$ cat src/rtl/rx_serial_pkg.sv
// Shared types and defaults for the serial receiver front end.
// Used by rx_serial_amostrador and its synchroniser.
package rx_serial_pkg;

  typedef enum logic [1:0] {
    OCIOSO = 2'b00,
    ALINHA = 2'b01,
    CONTA  = 2'b10,
    FIM    = 2'b11
  } estado_t;

  localparam int DIVISOR_PADRAO    = 434;
  localparam int FRAME_BITS_PADRAO = 10;

  function automatic logic maioria3(input logic a, input logic b, input logic c);
    return (a & b) | (a & c) | (b & c);
  endfunction

endpackage

$ cat src/rtl/rx_serial_sincronizador.sv
// Two-flop synchroniser for the asynchronous RX line.
// Both flops reset to 1 so an idle line is seen during and right after reset.
module rx_serial_sincronizador (
  input  logic clock,
  input  logic reset,
  input  logic rx_i,
  output logic rx_sync_o
);

  logic meta_q;
  logic sync_q;

  always_ff @(posedge clock or posedge reset) begin
    if (reset) begin
      meta_q <= 1'b1;
      sync_q <= 1'b1;
    end else begin
      meta_q <= rx_i;
      sync_q <= meta_q;
    end
  end

  assign rx_sync_o = sync_q;

endmodule

$ cat src/rtl/rx_serial_amostrador.sv
// Serial receiver sampler: emits one tick per frame bit at its centre after zera_tick.
// Define RX_MAJORITY_EN for 2-of-3 majority sampling (ticks move one cycle later).
module rx_serial_amostrador
  import rx_serial_pkg::*;
#(
  parameter int DIVISOR    = DIVISOR_PADRAO,
  parameter int FRAME_BITS = FRAME_BITS_PADRAO
) (
  input  logic       clock,
  input  logic       reset,
  input  logic       RX,
  input  logic       zera_tick,
  output logic       rx_sync,
  output logic       tick,
  output logic       rx_amostrado,
  output logic       fim,
  output logic       erro_inicio,
  output logic [1:0] db_estado
);

  localparam int BAUD_W = $clog2(DIVISOR);
  localparam int BIT_W  = $clog2(FRAME_BITS + 1);
`ifdef RX_MAJORITY_EN
  localparam int ATRASO = 1;
`else
  localparam int ATRASO = 0;
`endif
  // Baud counter is 0 in the cycle after zera_tick or after a tick.
  localparam logic [BAUD_W-1:0] META_ALINHA = BAUD_W'(DIVISOR / 2 - 1 + ATRASO);
  localparam logic [BAUD_W-1:0] META_CONTA  = BAUD_W'(DIVISOR - 1);
  localparam logic [BIT_W-1:0]  ULTIMO_BIT  = BIT_W'(FRAME_BITS - 1);

  estado_t           estado_q, estado_d;
  logic [BAUD_W-1:0] baud_q, baud_d;
  logic [BIT_W-1:0]  bits_q, bits_d;
  logic              fim_q, fim_d;
  logic              erro_q, erro_d;
  logic              amost_q, amost_d;
  logic              amostra;

  rx_serial_sincronizador u_sincronizador (
    .clock     (clock),
    .reset     (reset),
    .rx_i      (RX),
    .rx_sync_o (rx_sync)
  );

`ifdef RX_MAJORITY_EN
  logic [1:0] hist_q;

  always_ff @(posedge clock or posedge reset) begin
    if (reset) hist_q <= 2'b11;
    else       hist_q <= {hist_q[0], rx_sync};
  end

  assign amostra = maioria3(hist_q[1], hist_q[0], rx_sync);
`else
  assign amostra = rx_sync;
`endif

  always_comb begin
    estado_d = estado_q;
    baud_d   = baud_q;
    bits_d   = bits_q;
    fim_d    = fim_q;
    erro_d   = erro_q;
    amost_d  = amost_q;
    tick     = 1'b0;

    case (estado_q)
      ALINHA: begin
        if (baud_q == META_ALINHA) begin
          if (!amostra) begin
            tick     = 1'b1;
            amost_d  = 1'b0;
            bits_d   = BIT_W'(1);
            baud_d   = '0;
            estado_d = CONTA;
          end else begin
            erro_d   = 1'b1;
            fim_d    = 1'b1;
            estado_d = FIM;
          end
        end else begin
          baud_d = baud_q + 1'b1;
        end
      end
      CONTA: begin
        if (baud_q == META_CONTA) begin
          tick    = 1'b1;
          amost_d = amostra;
          bits_d  = bits_q + 1'b1;
          baud_d  = '0;
          if (bits_q == ULTIMO_BIT) begin
            fim_d    = 1'b1;
            estado_d = FIM;
          end
        end else begin
          baud_d = baud_q + 1'b1;
        end
      end
      default: ;
    endcase

    // A restart overrides whatever the current state was doing, including a due tick.
    if (zera_tick) begin
      tick     = 1'b0;
      amost_d  = amost_q;
      baud_d   = '0;
      bits_d   = '0;
      fim_d    = 1'b0;
      erro_d   = 1'b0;
      estado_d = ALINHA;
    end
  end

  always_ff @(posedge clock or posedge reset) begin
    if (reset) begin
      estado_q <= OCIOSO;
      baud_q   <= '0;
      bits_q   <= '0;
      fim_q    <= 1'b0;
      erro_q   <= 1'b0;
      amost_q  <= 1'b1;
    end else begin
      estado_q <= estado_d;
      baud_q   <= baud_d;
      bits_q   <= bits_d;
      fim_q    <= fim_d;
      erro_q   <= erro_d;
      amost_q  <= amost_d;
    end
  end

  assign rx_amostrado = tick ? amostra : amost_q;
  assign fim          = fim_q;
  assign erro_inicio  = erro_q;
  assign db_estado    = estado_q;

endmodule
$ cat config.mk
export PLATFORM = sky130hd
export DESIGN_NAME = rx_serial_amostrador
export DESIGN_NICKNAME = d
export VERILOG_FILES = /design/src/rtl/rx_serial_pkg.sv /design/src/rtl/rx_serial_sincronizador.sv /design/src/rtl/rx_serial_amostrador.sv
export SDC_FILE = /design/constraint.sdc
export NUM_CORES = 1
export LEC_CHECK = 0
export CAP_MARGIN = 20
export CELL_PAD_IN_SITES_DETAIL_PLACEMENT = 0
export CELL_PAD_IN_SITES_GLOBAL_PLACEMENT = 1
export CORE_MARGIN = 10
export CORE_UTILIZATION = 40
export CTS_BUF_LIST = sky130_fd_sc_hd__clkbuf_4 sky130_fd_sc_hd__clkbuf_8
export CTS_CLUSTER_SIZE = 25
export DETAILED_ROUTE_END_ITERATION = 8
export GPL_ROUTABILITY_DRIVEN = 0
export HOLD_SLACK_MARGIN = 0.05
export MAX_ROUTING_LAYER = met4
export PLACE_DENSITY = 0.84
export SLEW_MARGIN = 20
export SYNTH_ARGS = -nofsm -noshare
export SYNTH_HDL_FRONTEND = slang
export SYNTH_HIERARCHICAL = 1
export SYNTH_SLANG_ARGS = --single-unit
$ cat constraint.sdc
create_clock -name clock -period 2.12 [get_ports clock]
set_input_delay 0.212 -clock clock [delete_from_list [all_inputs] [get_ports clock]]
set_output_delay 0.212 -clock clock [all_outputs]
set_load 0.01 [all_outputs]
==> metrics.csv <==
metric,value,unit
grt_usage,0.119,
boundaryPins,11,
tightest_slew,747,ps
busiest_layer,met2,
synth_seq_cells,20,
root_buffer,clkbuf_4,
cap_violations,0,
clk_pin_slew,130,ps
synthFlopType,dfrtp_1,
max_slew_margin,0.502,
fin_nets,184,
syn-cell-area,0.00136,mm²
synth_edf_count,0,
yosysTopAreaCell,dfrtp_1,
insertion_delay,320,ps
synth-seq-area-share,0.370,
grtUsageMet3,0.0285,
syn2layout_area_growth,25.6,%
synthMostInstantiatedCell,dfrtp_1,
drt_iter0_drc,104,
core_area,0.00331,mm²
htreeDepth,1,
drive_gt1_frac,0.297,
grt_max_degree,19,
max_freq,0.477,GHz
crit_path_start_kind,register,
r2r-start,baud_q[0],
place_hpwl,2.47,mm
die_h,78.3,µm
wl_per_cell,16.0,µm
n_fill_cell,316,
dpl_cell_area,0.00162,mm²
use_met2,0.198,
die-area,0.00614,mm²
r2r_cells,6,
critical_path_arrival,2340,ps
fin_util,0.517,
synth_common_cells,"dfrtp_1 (17), a21oi_1 (10), nor2_1 (9)",
hold_buffers,0,
holdWs,250,ps
setup_viol,0,
remaining_drc_errors,0,
tns,0,ps
hold_path_class,in2async,
antenna_left,0,
finalPower,0.950,mW
synth_area_leaders,"dfrtp_1 (31%), ha_1 (6.4%), dfstp_2 (5.8%), a21oi_1 (3.7%), a221o_1 (3.7%)",
r2r-end,amost_q,
antenna_cells,0,
syn_avg_cell_area,9.52,µm²
synth_cell_types,50,
slew_viol_final,0,
hold_viol_final,0,
clock-sinks,20,
path_class,reg2reg,
io_buffers,10,
antenna_found_initial,0,
min_period,2100,ps
period_share,0.988,
cts_buffer_depth,2,
dr.pass1.iters,4,
die_x,78.3,µm
grt_pass1_vias,1272,
outcome,completed,
grt_pass1_wl,5.93,mm
worstPathRequired,2370,ps
power_density,555,mW/mm²
r2r_slack,20,ps
netlist_instances,143,
synthArstFlopShare,1.00,
ir_worst_vdd,0.269,mV
yosys.area.top_type_share,0.313,
crit_fanout,3,
vias,1242,
floorplan.initialDensity,0.411,
finalClockSkew,11.6,ps
rows,21,
worstSetupEndpointType,register,
avgViaCountPerCell,5.70,
grt_use_met1,0.138,
synth_nets,154,
cts_buffers,3,
overflow,0,
p_leak,0.737,nW
cts_tree,built,
routed_wl,3.48,mm
yosys_warnings,6,
final_area,0.00171,mm²
==> power by group <==
part | internal (mW) | total (mW) | switching, mW | leakage, nW
sequential | 0.403 | 0.425 | 0.0222 | 0.259
clock | 0.105 | 0.241 | 0.136 | 0.0210
combinational | 0.152 | 0.283 | 0.131 | 0.457
==> metrics by stage <==
step | cells | setup WS, ps
6_report | 218 | 24.7
5_1_grt | 218 | -30.9
4_1_cts | 216 | 19.7
3_5_place_dp | 211 | -0.910
3_3_place_gp | 211 | 15.0
2_1_floorplan | 143 | 103
==> routing by layer <==
| metal | vias up | part of all wire |
|---|---|---|
| li1 | 609 | - |
| met1 | 612 | 0.46 |
| met2 | 19 | 0.50 |
| met3 | 2 | 0.035 |
| met4 | 0 | 0.0078 |
| met5 | - | 0 |
==> registers in the layout, indices dropped and copies added, names as in the netlist <==
signal / flops
amost_q: 1
baud_q: 9
bits_q: 4
db_estado: 2
erro_inicio: 1
fim: 1
u_sincronizador/meta_q: 1
u_sincronizador/rx_sync_o: 1
==> area by class of cell <==
type                            count  area [µm²]  share of cell area
Multi-Input combinational cell    108         827               0.484
Sequential cell                    20         504               0.295
Timing Repair Buffer               32         255               0.149
Tap cell                           46        57.6              0.0337
Clock buffer                        4        36.3              0.0212
Inverter                            8        30.0              0.0176
==> logic make-up (layout without fill, tap and decap cells) <==
kind of cell | Yosys count | after routing | share of synthesized area
mux | 2 | 2 | 0.0156
fa+ha+maj | 7 | 7 | 0.0643
compound gates | 44 | 44 | 0.259
flops | 20 | 20 | 0.370
buf+inv | 15 | 44 | 0.0496
simple gates | 55 | 55 | 0.241
==> critical path, stage by stage, from the launching register on <==
cell     delay (ps)
dfrtp_1         410
inv_2            60
ha_2            170
or4b_4          500
o31a_2          330
o41ai_1         410
o41ai_1         150
==> worst max path at each step <==
| stage | from | endpoint | slack, ps | depth (start not counted) |
|---|---|---|---|---|
| global placement | baud_q[0] | rx_amostrado | 20 | 8 |
| CTS | db_estado[0] | baud_q[0] | 20 | 6 |
| finish | baud_q[0] | amost_q | 20 | 6 |
| detailed placement | baud_q[1] | rx_amostrado | -0.9 | 8 |
| floorplan | baud_q[0] | baud_q[7] | 100 | 6 |
| global route | baud_q[0] | amost_q | -30 | 6 |
==> repair_timing <==
action	in CTS	in global routing
endpoints found under the hold margin	0	0
resized for setup	7	11
buffers inserted	1	2
pin swaps	0	1
setup endpoints to repair	2	13
==> layout by cell type (no fill, tap or decap), types with 3 or more instances in the layout <==
cell type / instances
buf_4: 22
a221o_1: 5
dfrtp_1: 17
dfstp_2: 3
a21oi_1: 10
o41ai_1: 3
ha_1: 5
nand2_1: 8
inv_1: 6
nand2b_1: 3
clkbuf_4: 3
nor2_1: 8
nor4_1: 3
o31ai_1: 3
nand3_1: 6
clkdlybuf4s50_1: 8
o21ai_0: 3
nor2b_1: 4
No activity file was read; power rests on OpenSTA's default activity.
